### src/rtl/cfs_debounce_if.sv
// Signal bundle between the debouncer and its user: raw input and controls in,
// clean level, change strobe and glitch statistics out.
interface cfs_debounce_if #(
  parameter int GLITCH_W = 8
) ();
  logic                async_in;
  logic                enable;
  logic                glitch_clr;
  logic                data_out;
  logic                changed;
  logic [GLITCH_W-1:0] glitch_cnt;

  modport master (
    output async_in, enable, glitch_clr,
    input  data_out, changed, glitch_cnt
  );

  modport slave (
    input  async_in, enable, glitch_clr,
    output data_out, changed, glitch_cnt
  );
endinterface

### src/rtl/cfs_debounce.sv
// Synchroniser plus glitch filter: data_out follows the synchronised input only
// after it has held a new value for STABLE_CYCLES consecutive clocks.
module cfs_debounce #(
  parameter int   SYNC_STAGES   = 2,
  parameter int   STABLE_CYCLES = 4,
  parameter int   CNT_WIDTH     = 4,
  parameter int   GLITCH_W      = 8,
  parameter logic RESET_VAL     = 1'b0
) (
  input  logic          clk,
  input  logic          reset,
  cfs_debounce_if.slave bus
);

  typedef enum logic {
    ST_STABLE  = 1'b0,
    ST_QUALIFY = 1'b1
  } state_t;

  localparam logic [CNT_WIDTH-1:0] LP_LAST = CNT_WIDTH'(STABLE_CYCLES - 1);

  logic [SYNC_STAGES-1:0] r_sync;
  logic                   w_s;
  state_t                 r_state;
  logic [CNT_WIDTH-1:0]   r_cnt;
  logic                   r_data;
  logic                   r_changed;
  logic [GLITCH_W-1:0]    r_glitch_cnt;

  // NOTE: state is written with <= only, so every flop samples pre-edge values
  // regardless of statement order inside the block.
  always_ff @(posedge clk) begin
    if (reset) begin
      r_sync <= {SYNC_STAGES{RESET_VAL}};
    end else begin
      r_sync <= {r_sync[SYNC_STAGES-2:0], bus.async_in};
    end
  end

  assign w_s = r_sync[SYNC_STAGES-1];

  always_ff @(posedge clk) begin
    if (reset) begin
      r_state      <= ST_STABLE;
      r_cnt        <= '0;
      r_data       <= RESET_VAL;
      r_changed    <= 1'b0;
      r_glitch_cnt <= '0;
    end else begin
      r_changed <= 1'b0;
      if (bus.glitch_clr) begin
        r_glitch_cnt <= '0;
      end

      if (!bus.enable) begin
        // Bypass: abandon any qualification in progress without counting a glitch.
        r_state   <= ST_STABLE;
        r_cnt     <= '0;
        r_data    <= w_s;
        r_changed <= (w_s != r_data);
      end else begin
        case (r_state)
          ST_STABLE: begin
            if (w_s != r_data) begin
              if (STABLE_CYCLES == 1) begin
                r_data    <= w_s;
                r_changed <= 1'b1;
              end else begin
                r_cnt   <= CNT_WIDTH'(1);
                r_state <= ST_QUALIFY;
              end
            end else begin
              r_cnt <= '0;
            end
          end
          ST_QUALIFY: begin
            if (w_s == r_data) begin
              r_state <= ST_STABLE;
              r_cnt   <= '0;
              // A clear in the same cycle wins over the increment.
              if (!bus.glitch_clr && (r_glitch_cnt != '1)) begin
                r_glitch_cnt <= r_glitch_cnt + 1'b1;
              end
            end else if (r_cnt == LP_LAST) begin
              r_data    <= w_s;
              r_changed <= 1'b1;
              r_cnt     <= '0;
              r_state   <= ST_STABLE;
            end else begin
              r_cnt <= r_cnt + 1'b1;
            end
          end
        endcase
      end
    end
  end

  assign bus.data_out   = r_data;
  assign bus.changed    = r_changed;
  assign bus.glitch_cnt = r_glitch_cnt;

endmodule

### src/flat_wrapper.sv
// flat-port wrapper written by rule: the top's interface ports become plain ports
module cfs_debounce_flat 
#(
  parameter int   SYNC_STAGES   = 2,
  parameter int   STABLE_CYCLES = 4,
  parameter int   CNT_WIDTH     = 4,
  parameter int   GLITCH_W      = 8,
  parameter logic RESET_VAL     = 1'b0
)
  (clk, reset, bus_async_in, bus_enable, bus_glitch_clr, bus_data_out, bus_changed, bus_glitch_cnt);
  cfs_debounce_if #(.GLITCH_W(GLITCH_W)) bus_i ();
  input  logic clk;
  input  logic reset;
  input wire logic [$bits(bus_i.async_in)-1:0] bus_async_in;
  input wire logic [$bits(bus_i.enable)-1:0] bus_enable;
  input wire logic [$bits(bus_i.glitch_clr)-1:0] bus_glitch_clr;
  output wire logic [$bits(bus_i.data_out)-1:0] bus_data_out;
  output wire logic [$bits(bus_i.changed)-1:0] bus_changed;
  output wire logic [$bits(bus_i.glitch_cnt)-1:0] bus_glitch_cnt;
  assign bus_i.async_in = bus_async_in;
  assign bus_i.enable = bus_enable;
  assign bus_i.glitch_clr = bus_glitch_clr;
  assign bus_data_out = bus_i.data_out;
  assign bus_changed = bus_i.changed;
  assign bus_glitch_cnt = bus_i.glitch_cnt;
  cfs_debounce #(.SYNC_STAGES(SYNC_STAGES), .STABLE_CYCLES(STABLE_CYCLES), .CNT_WIDTH(CNT_WIDTH), .GLITCH_W(GLITCH_W), .RESET_VAL(RESET_VAL)) u_core (.clk(clk), .reset(reset), .bus(bus_i));
endmodule
### config.mk
export PLATFORM = sky130hd
export DESIGN_NAME = cfs_debounce_flat
export DESIGN_NICKNAME = d
export VERILOG_FILES = /design/src/rtl/cfs_debounce_if.sv /design/src/rtl/cfs_debounce.sv /design/src/flat_wrapper.sv
export SDC_FILE = /design/constraint.sdc
export NUM_CORES = 1
export LEC_CHECK = 0
export BUFFER_PORTS_ARGS = -buffer_cell sky130_fd_sc_hd__buf_2
export CORE_MARGIN = 8
export CORE_UTILIZATION = 51
export DETAILED_ROUTE_END_ITERATION = 6
export HOLD_SLACK_MARGIN = 0.05
export PLACE_DENSITY = 0.83
export SETUP_SLACK_MARGIN = 0.02
export SKIP_LAST_GASP = 1
export SLEW_MARGIN = 20
export SYNTH_ARGS = -nofsm -noshare
export SYNTH_HDL_FRONTEND = slang
export SYNTH_SLANG_ARGS = --single-unit
### constraint.sdc
create_clock -name clk -period 1.8 [get_ports clk]
set_input_delay 0.27 -clock clk [delete_from_list [all_inputs] [get_ports clk]]
set_output_delay 0.27 -clock clk [all_outputs]
set_load 0.05 [all_outputs]
Word level (Yosys, flattened, before mapping)
Cells that the tools add are included.
W data, S select, Z words.
- bits in latches: 0
- register bits: 17
- input bits: 5
- memories kept: 0
- bits in read-only memories: 0
- logic and storage cells: 42
- bits in writable memories: 0
- div/mod/pow operators: 0
- $lt $le $gt $ge: 0
- eq/ne operators: 7
- $mul: 0
- mux-type cells: 21
- reduce and logical (&&, ||, !) cells: 4
- shift operators: 0
- bitwise gates (word level): 2
- add/sub/neg operators: 2
- operator list (cell ; number):
    $mux W8 ; 5
    $mux W1 ; 12
    $add A8 B1 Y8 const B ; 1
    $mux W4 ; 2
    $ne A8 B8 Y1 const B ; 1
    $pmux W4 S2 ; 1
    $add A4 B1 Y4 const B ; 1
    $eq A4 B2 Y1 const B ; 1
    $ne A2 B1 Y1 const B ; 2
    $reduce_and A3 Y1 ; 1
    $ne A2 B2 Y1 const B ; 1
    $not A1 Y1 ; 2
    $pmux W1 S2 ; 1
    $reduce_or A2 Y1 ; 1
    $eq A1 B1 Y1 ; 1
    $logic_and A1 B1 Y1 ; 1
    $logic_not A1 Y1 ; 1
    $ne A1 B1 Y1 ; 1

Longest topological paths before layout
Gate-level depths: netlist (run 1).
- depth after elaboration: 6
- depth in mapped cells: 6

Worst setup path after synthesis (run 1)
No wires, ideal clock.
- path type: reg2reg
- start: reg u_core.r_glitch_cnt[0] (netlist: u_core.bus.glitch_cnt[0])
- end: reg u_core.r_glitch_cnt[6] (netlist: u_core.bus.glitch_cnt[6])
- required time: 1.697 ns
- setup slack: -0.190 ns
- stages on the path, launching flop included: 5
- arrival: 1.887 ns
- clock period less this slack: 1.990 ns
- buffers on the path: 0
- path through: dfxtp_1 -> ha_1 -> nand4_2 -> or4_4 -> a2111oi_2
- longest elaborated chain between the ends: 6
- elaborated cells on any way between the ends: 7
- classes of those cells: 1 x add/sub; 1 x eq/ne; 4 x mux; 1 x reduce/logical
- ends and longest elaborated chain (element ; line ; text):
    from (decl) ; cfs_debounce.sv:28 ; logic [GLITCH_W-1:0] r_glitch_cnt;
    from (signal assigned) ; cfs_debounce.sv:82 ; r_glitch_cnt <= r_glitch_cnt + 1'b1;
    branches (longest 2 deep; another with $add A8 B1 Y8) ; -- ;
    $mux W8 * ; cfs_debounce.sv:81 ; if (!bus.glitch_clr && (r_glitch_cnt != '1)) begin
    $mux W8 * ; cfs_debounce.sv:77 ; if (w_s == r_data) begin
    $mux W8 * ; cfs_debounce.sv:62 ; case (r_state)
    $mux W8 * ; cfs_debounce.sv:55 ; if (!bus.enable) begin
Every way passes the cells marked *.
A chain may end at the register's enable or synchronous reset.

Final worst setup path (run 1)
- start: reg u_core.r_glitch_cnt[0] (netlist: u_core.bus.glitch_cnt[0])
- end: reg u_core.r_glitch_cnt[4] (netlist: u_core.bus.glitch_cnt[4])
Same word-level chain as after synthesis.

==> flow_summary.ini, run 1 <==
[run_status]
status = finished, final reports clean

[synth]
synthMuxAreaShare_pct = 0
async_flop_share_pct = 0
synth_warnings = 0
netlist_instances = 85
yosys.area_share.simple_pct = 24.72
ys_types = 34
synth_area_um2 = 774.5
synth_compound_area_share_pct = 19.55
yosysSeqAreaShare_pct = 43.94
synth_edf_count = 0
ys.flop_type = dfxtp_1
synth_xor_area_share_pct = 4.523
syn_nets = 92
synth_top_family_by_area = simple AND/OR/NAND/NOR gates
synth-adder-area-share_pct = 3.231
postSynthAreaPerCell_um2 = 9.112
ys_ff_latch = 17

[clock_network]
clockBufferDepth = 2
cts_sinks = 17
cts_max_level = 1
insertion_delay_ps = 280
cts_tree = yes
root_buffer = clkbuf_4
path_clk_slew_ps = 100
cts_buffers = 3

[routing]
wl_um = 1557
remaining_drc_errors = 0
wl_met2_um = 712
drt-met1-wl_um = 764
dr.pass1.iters = 4
drtIter0Drc = 17
post_drt_wl_per_cell_um = 13.08
antenna_left = 0
routed.top_layer = met4
avgViaCountPerCell = 5.664
via_count = 674
wl_met3_um = 71

[worst_setup_path]
worstPathArrival_ps = 1900
r2r-end = u_core.bus.glitch_cnt[4]$_SDFF_PP0_
timing.rr.start = u_core.bus.glitch_cnt[0]$_SDFF_PP0_
worst-path-max-fanout = 6
crit_required_ps = 1990
ff2ff_path_depth = 6
cp-end-kind = flip-flop
crit_type = flip-flop to flip-flop
r2r_setup_slack_ps = 90
crit_path_start_kind = flip-flop

[placement]
placed_area_um2 = 867.1
gp_congestion = 0.9170
port_buffers = 14
dpl.hpwl_um = 1165

[power_and_ir_drop]
power.leakage_uw = 0.0003606
power_frac_comb_pct = 5.2
irDropWorstVdd_uv = 382.9
p_int_uw = 476.0
clockPowerShare_pct = 32.2
p_sw_uw = 136.1
seqPwrFrac_pct = 62.6
switching_share_pct = 22.23
p_per_area_nw_per_um2 = 679.5

[die]
die_x_um = 54.97
die_area_um2 = 3022
initial_core_util_pct = 52.64
ios = 15
die_h_um = 54.97
core_um2 = 1471
num_rows = 14

[sta]
max_freq_ghz = 0.5842
finClkSkew_ps = 5.261
slew_headroom_pct = 70.06
rsz0062_at_grt = no
worstMarginPinSlew_ps = 447.1
drv_slew = 0
period_share_pct = 95.10
post-route-min-period_ps = 1712
hold_viol = 0
tns_ps = 0
holdWs_ps = 184.4
setup_violations = 0

[worst_hold_path]
hold_class = primary input to flip-flop
min_path_cells = 2
hold_end = u_core.bus.glitch_cnt[6]$_SDFF_PP0_
hp-start = bus_glitch_clr

[grt]
grt_max_degree = 12
overflow = 0
grt_pass1_vias = 598
grt_usage_pct = 11.08
grt_pass1_wl_um = 2490
antenna_found_initial = 0

[layout]
layout_common_cells = 14 x buf_2, 14 x dfxtp_1, 9 x nand3_1
area_growth_pct = 16.32
fin_area_um2 = 900.9
layout-drive-gt1-share_pct = 26.21
layout.nets = 111
diodes = 0
fillerInstances = 125

[flow_run]
maxCapViolCount = 0
synth_stat cells, types with 2 or more instances:
cell type	instances	area (um^2)
nor2b_1	2	12.51
inv_1	6	22.52
o21a_1	2	15.01
nor2_1	6	22.52
nand3_1	9	45.04
a21oi_1	4	20.02
nor3_1	2	10.01
o211ai_1	2	15.01
ha_1	2	25.02
xor2_1	2	17.52
dfxtp_1	17	340.3
xnor2_1	2	17.52
nand2_1	8	30.03
flip-flops by register name, indices dropped and copies added (netlist names):
| register | flops |
|---|---|
| u_core.r_state | 1 |
| u_core.r_cnt | 4 |
| u_core.bus.glitch_cnt | 8 |
| u_core.r_sync | 2 |
| u_core.bus.data_out | 1 |
| u_core.bus.changed | 1 |
critical path: stages (launching register included):
cell	delay, ps
dfxtp_2	380
ha_1	220
nand4_2	150
o211ai_1	420
buf_4	230
nor3_1	50
o21a_1	160
power groups by stage:
stage                     registers, uW  clock network [uW]  logic (uW)
after global routing                384                 224        34.7
after global placement              392                   0        30.8
final                               383                 197        31.6
after detailed placement            392                   0        31.0
after floorplan                     396                   0        15.8
after CTS                           383                 208        31.2
through the flow:
step / std cells / power (uW) / worst slack, ps / util, %
2_1_floorplan: 85 / 411.6 / 22.29 / -
3_3_place_gp: 114 / 422.7 / 204.6 / 58.93
3_5_place_dp: 114 / 423.0 / 147.0 / 58.93
4_1_cts: 118 / 622.2 / 126.1 / 60.71
5_1_grt: 119 / 642.6 / 30.53 / 61.22
6_report: 119 / 612.1 / 88.25 / 61.22
layout make-up:
| type | instances | area, um^2 | share of cell area, % |
|---|---|---|---|
| Multi-Input combinational cell | 60 | 402.9 | 44.72 |
| Tap cell | 16 | 20.02 | 2.222 |
| Sequential cell | 17 | 344.1 | 38.19 |
| Clock buffer | 4 | 26.28 | 2.917 |
| Inverter | 6 | 22.52 | 2.500 |
| Timing Repair Buffer | 16 | 85.08 | 9.444 |
cell families (layout without fill, tap and decap cells):
family | Yosys count | in the layout
AND/OR/NAND/NOR | 35 | 35
AO/OA/AOI/OAI | 19 | 19
flip-flops | 17 | 17
buffers and inverters | 8 | 26
XOR/XNOR | 4 | 4
adder cells (fa/ha/maj) | 2 | 2
what timing repair did:
action	in CTS	in global routing
gates resized for setup	0	0
buffers inserted	0	1
hold buffers	0	0
setup endpoints to repair	0	5
worst max path at each step:
stage,startpoint,end,slack (ps),depth (start not counted)
after floorplan,u_core.bus.glitch_cnt[3]$_SDFF_PP0_,u_core.bus.glitch_cnt[6]$_SDFF_PP0_,20,3
after detailed placement,u_core.bus.glitch_cnt[0]$_SDFF_PP0_,u_core.bus.glitch_cnt[4]$_SDFF_PP0_,150,6
after CTS,u_core.bus.glitch_cnt[0]$_SDFF_PP0_,u_core.bus.glitch_cnt[4]$_SDFF_PP0_,130,6
after global placement,u_core.bus.glitch_cnt[0]$_SDFF_PP0_,u_core.bus.glitch_cnt[4]$_SDFF_PP0_,200,6
final,u_core.bus.glitch_cnt[0]$_SDFF_PP0_,u_core.bus.glitch_cnt[4]$_SDFF_PP0_,90,6
after global routing,u_core.bus.glitch_cnt[0]$_SDFF_PP0_,u_core.bus.glitch_cnt[4]$_SDFF_PP0_,30,6
metal layers:
| metal | vias to the layer above | GRT usage [%] |
|---|---|---|
| met5 | - | 0 |
| met4 | 0 | 4.800 |
| met3 | 2 | 3.209 |
| met2 | 12 | 17.74 |
| met1 | 308 | 13.53 |
| li1 | 352 | - |
(Power assumes the default switching activity.)
==> run 2: changes to the inputs <==
Settings changed: ABC_AREA from default to 1, CORE_UTILIZATION 51 to 54, PLACE_DENSITY 0.83 to 0.85.
==> run 2 against run 1 <==
Compared with the run above: maximum frequency is 25% higher; sequential power is 2% higher; global-route usage grew 0.43 points; synthesized cell count increased by 53%; largest power group unchanged; worst setup slack gained 350 ps; first-iteration DRC count fell by 24%; clock power rose by 4%; worst hold slack lost 7.3 ps; die area increased by 11%; critical path depth grew 2; flip-flop and latch count unchanged.
==> flow_summary.ini, run 2 <==
[routing]
antenna_left = 0
drtIter0Drc = 13
post_drt_wl_per_cell_um = 11.02
wl_um = 1807
avgViaCountPerCell = 5.073
via_count = 832
remaining_drc_errors = 0
dr.pass1.iters = 4

[sta]
period_share_pct = 75.83
tns_ps = 0
max_freq_ghz = 0.7326
rsz0062_at_grt = no
holdWs_ps = 177.1
finClkSkew_ps = 2.544
post-route-min-period_ps = 1365
worst_slack_ps = 435.0
setup_violations = 0
hold_viol = 0
slew_headroom_pct = 80.85
drv_slew = 0
worstMarginPinSlew_ps = 286.2

[layout]
largest_reg_flops = 8
layout_common_cells = 29 x nand2_1, 20 x nor2_1, 17 x inv_1, 17 x dfxtp_1, 14 x buf_2
area_growth_pct = 10.32
fillerInstances = 163
layout-drive-gt1-share_pct = 23.13
layout.nets = 155
fin_area_um2 = 1044
diodes = 0
mostFrequentLayoutCell = nand2_1

[synth]
async_flop_share_pct = 0
synth_warnings = 0
synth_area_leader_cell = dfxtp_1
synth_xor_area_share_pct = 2.778
synth_top_family_by_area = simple AND/OR/NAND/NOR gates
ys_ff_latch = 17
syn_nets = 137
yosys.area_share.simple_pct = 44.05
synth.area.top_cells = dfxtp_1 36%, nand2_1 12%, nor2_1 7.9%, inv_1 6.7%, nand3_1 6.3%
ys_types = 25
synth_area_um2 = 945.9
synthMuxAreaShare_pct = 0
synth_top_area_share_pct = 35.98
synth_most_common_cell = nand2_1
synth_edf_count = 0
synth-adder-area-share_pct = 2.646
synth_compound_area_share_pct = 5.291
ys.flop_type = dfxtp_1
netlist_instances = 130
postSynthAreaPerCell_um2 = 7.276
synth.cells.most_frequent = 29 x nand2_1, 20 x nor2_1, 17 x dfxtp_1, 17 x inv_1, 12 x nand3_1
yosysSeqAreaShare_pct = 35.98

[worst_hold_path]
hold_class = primary input to flip-flop

[worst_setup_path]
crit_path_start_kind = flip-flop
worst-path-max-fanout = 8
r2r_setup_slack_ps = 430
cp-end-kind = flip-flop
crit_type = flip-flop to flip-flop
crit_required_ps = 2000
worstPathArrival_ps = 1560

[grt]
antenna_found_initial = 0
grt_usage_pct = 11.51
grt_pass1_vias = 790
grt_pass1_wl_um = 3098
grt_max_degree = 12
overflow = 0

[clock_network]
root_buffer = clkbuf_4
cts_tree = yes
insertion_delay_ps = 290
cts_buffers = 3
ctsResizeCount = 0
cts_sinks = 17
post_cts_buffers = 0
holdBufCountCts = 0
path_clk_slew_ps = 100
cts_max_level = 1
clockBufferDepth = 2

[power_and_ir_drop]
clockPowerShare_pct = 30.7
p_total_uw = 666.0
irDropWorstVdd_uv = 422.1
power.leakage_uw = 0.0004815
power_frac_comb_pct = 10.7
switching_share_pct = 26.31
p_int_uw = 490.7
seqPwrFrac_pct = 58.6
p_sw_uw = 175.2
p_per_area_nw_per_um2 = 638.2

[placement]
gp_congestion = 0.8086
port_buffers = 14
placed_area_um2 = 1017
pre_cts_slack_ps = 450.6
dpl.hpwl_um = 1392

[die]
ios = 15
die_area_um2 = 3347
die_x_um = 57.86
die_h_um = 57.86
num_rows = 15
core_um2 = 1689
initial_core_util_pct = 56.00

[run_status]
status = finished, final reports clean

[flow_run]
maxCapViolCount = 0
==> run 2: cell types whose count changed after synthesis, moves of 3 or more <==
cell	delta
nand2_2	+6
inv_1	+11
nor2_1	+14
nand3_1	+3
nand2_1	+21
==> run 2: routing by layer <==
layer	wire length, um	global-route usage [%]
met3	70	2.870
met5	0	0
met1	864	13.03
met2	847	19.27
met4	24	6.294
==> run 2: cell families after synthesis <==
kind of cell / after synthesis
compound gates: 8
xor+xnor: 3
fa+ha+maj: 2
buf+inv: 19
flops: 17
simple gates: 81
==> run 2: power groups by stage <==
stage	clock network (uW)	logic, uW	registers, uW
floorplan	0	42.8	411
global placement	0	70.3	399
detailed placement	0	71.7	399
CTS	212	72.0	391
global route	217	79.2	392
finish	204	71.4	390
==> run 2: worst max-delay path, cell delays in order, from the launching register on <==
cell and delay (ps):
dfxtp_1 400, ha_1 260, nand2_2 100, nor2_4 130
nand2_4 100, nand2_2 130, nand2_1 60, nand2_1 50
nor2_1 40
==> run 2: area by class of cell <==
type / count / area [um^2] / share of cell area [%]
Inverter: 18 / 67.56 / 6.475
Sequential cell: 17 / 340.3 / 32.61
Multi-Input combinational cell: 94 / 518.0 / 49.64
Timing Repair Buffer: 14 / 70.07 / 6.715
Clock buffer: 4 / 26.28 / 2.518
Tap cell: 17 / 21.27 / 2.038
==> run 2: worst paths after layout <==
| path | start | depth (start not counted) | end |
|---|---|---|---|
| worst max-delay path | u_core.bus.glitch_cnt[0]$_SDFF_PP0_ | 8 | u_core.bus.glitch_cnt[5]$_SDFF_PP0_ |
| worst min-delay path | bus_async_in | 3 | u_core.r_sync[0]$_SDFF_PP0_ |
| worst min register to register | u_core.r_sync[0]$_SDFF_PP0_ | 2 | u_core.r_sync[1]$_SDFF_PP0_ |
| worst max register to register | u_core.bus.glitch_cnt[0]$_SDFF_PP0_ | 8 | u_core.bus.glitch_cnt[5]$_SDFF_PP0_ |
==> run 2: through the flow <==
stage | util [%] | instances
6_report | 61.78 | 164
5_1_grt | 61.78 | 164
4_1_cts | 61.78 | 164
3_5_place_dp | 60.22 | 160
3_3_place_gp | 60.22 | 160
2_1_floorplan | - | 130
==> run 3: changes to the inputs <==
Settings changed: CORE_UTILIZATION 54 to 49, PLACE_DENSITY 0.85 to 0.81.
Clock period 1.8 ns to 1.1 ns, I/O delays scaled along.
==> run 3 against run 2 <==
Compared with the run above: the flow now finishes with violations (negative setup slack); critical path type unchanged; combinational power is 140% higher; die area increased by 7.3%; power rose by 69%; clock-buffer cell count unchanged; worst setup slack worse by 510 ps; sequential share of layout area fell by 4.2 points; clock power is 63% higher; final cell count rose by 13%; critical path depth decreased by 1; register-to-register slack got worse by 510 ps.
==> flow_summary.ini, run 3 (synthesized netlist as in run 2, its figures left out) <==
[layout]
layout.nets = 166
mostFrequentLayoutCell = nand2_1
largest_reg_flops = 8
layout_common_cells = 24 x nand2_1, 17 x nor2_1, 15 x inv_1
area_growth_pct = 39.82
fillerInstances = 170
final_cells = 185
layout-drive-gt1-share_pct = 46.84
diodes = 0

[grt]
grt_max_degree = 10
antenna_found_initial = 0
grt_pass1_vias = 891
overflow = 0
grt_usage_pct = 12.89
grt_pass1_wl_um = 3615

[routing]
remaining_drc_errors = 0
dr.pass1.iters = 4
avgViaCountPerCell = 4.941
antenna_left = 0
drtIter0Drc = 16
post_drt_wl_per_cell_um = 11.57
via_count = 914
wl_um = 2141

[die]
initial_core_util_pct = 50.27
die_h_um = 59.94
die_area_um2 = 3592
die_x_um = 59.94
ios = 15
num_rows = 16
core_um2 = 1882

[clock_network]
clockBufferDepth = 2
cts_buffers = 3
cts_tree = yes
cts_sinks = 17
root_buffer = clkbuf_4
insertion_delay_ps = 290
cts_max_level = 1
path_clk_slew_ps = 100

[sta]
period_share_pct = 107.2
setup_violations = 8
hold_viol = 0
post-route-min-period_ps = 1180
worstMarginPinSlew_ps = 241.7
drv_slew = 0
rsz0062_at_grt = yes
slew_headroom_pct = 83.85
max_freq_ghz = 0.8477
holdWs_ps = 72.14
worst_slack_ps = -79.72
finClkSkew_ps = 7.728

[power_and_ir_drop]
irDropWorstVdd_uv = 752.3
clockPowerShare_pct = 29.4
seqPwrFrac_pct = 55.6
p_per_area_nw_per_um2 = 853.5
p_int_uw = 816.9
switching_share_pct = 27.63
power_frac_comb_pct = 15.0
power.leakage_uw = 0.0005703
p_sw_uw = 311.9

[worst_hold_path]
hold_class = primary input to flip-flop

[worst_setup_path]
crit_required_ps = 1280
ff2ff_path_depth = 7
cp-end-kind = flip-flop
timing.rr.start = u_core.bus.glitch_cnt[1]$_SDFF_PP0_
endpoint = u_core.bus.glitch_cnt[4]$_SDFF_PP0_
r2r_setup_slack_ps = -80
r2r-end = u_core.bus.glitch_cnt[4]$_SDFF_PP0_
worstPathArrival_ps = 1360
startpoint = u_core.bus.glitch_cnt[1]$_SDFF_PP0_
crit_path_start_kind = flip-flop
crit_type = flip-flop to flip-flop
worst-path-max-fanout = 8

[placement]
port_buffers = 14
gp_congestion = 0.7834
dpl.hpwl_um = 1511
dp_cells = 176

[run_status]
violations = negative setup slack
status = complete, but fails checks

[flow_run]
maxCapViolCount = 0
run 3: cell types whose count changed in the layout (fill, tap and decap cells not counted), moves of 4 or more:
cell     change
buf_4       +13
buf_2        -8
nand2_1      -5
nand2_4      +4
dfxtp_4      +8
dfxtp_2      +4
dfxtp_1     -12
run 3: worst min path at each step:
stage                  from                     endpoint  slack, ps  cells after the start
6_report       bus_async_in  u_core.r_sync[0]$_SDFF_PP0_         70                      3
3_5_place_dp   bus_async_in  u_core.r_sync[0]$_SDFF_PP0_        380                      3
5_1_grt        bus_async_in  u_core.r_sync[0]$_SDFF_PP0_         70                      3
3_3_place_gp   bus_async_in  u_core.r_sync[0]$_SDFF_PP0_        370                      3
4_1_cts        bus_async_in  u_core.r_sync[0]$_SDFF_PP0_         70                      3
2_1_floorplan         reset  u_core.r_sync[0]$_SDFF_PP0_        240                      1
run 3: final cells by class:
type	instances	area, um^2	area share (%)
multi-input combinational	95	636.9	48.16
sequential	17	375.4	28.38
timing repair buffer	24	180.2	13.62
tap	27	33.78	2.554
clock buffer	4	26.28	1.987
inverter	18	70.07	5.298
run 3: power groups by stage:
stage,Clock (uW),Combinational (uW),Sequential (uW)
global route,367,184,629
finish,332,169,628
global placement,0,132,638
CTS,340,143,626
floorplan,0,71.2,659
detailed placement,0,134,639
run 3: layer usage:
metal | vias up | part of all wire, % | global-route usage [%]
met5 | - | 0 | 0
met4 | 0 | 1.1 | 5.102
met3 | 4 | 3.7 | 2.796
met2 | 15 | 53 | 23.08
met1 | 425 | 42 | 14.25
li1 | 470 | - | -
run 3: metrics by stage:
step / TNS [ps] / power (uW) / util, % / setup slack, ps / instance area (um^2)
finish: -368.1 / 1129 / 70.28 / -79.72 / 1323
floorplan: -594.7 / 730.7 / - / -92.10 / 1002
CTS: -248.4 / 1109 / 65.49 / -54.03 / 1232
global placement: -34.39 / 769.4 / 60.11 / -15.87 / 1131
global route: -961.7 / 1180 / 70.28 / -130.0 / 1323
detailed placement: -467.1 / 772.0 / 60.11 / -74.58 / 1131
run 3: critical path, cell delays in order, from the launching register on:
cell,delay [ps]
dfxtp_4,380
ha_4,150
nand2_4,50
nor2_4,110
nand2_4,110
buf_4,160
nand3_2,70
a21oi_2,50
run 3: what timing repair did:
| action | in CTS | in global routing |
|---|---|---|
| pin swaps | 5 | 14 |
| hold buffers | 0 | 0 |
| gates resized for setup | 17 | 21 |
| gates cloned | 1 | 0 |
| buffers inserted | 1 | 3 |
| endpoints found under the setup margin | 21 | 18 |
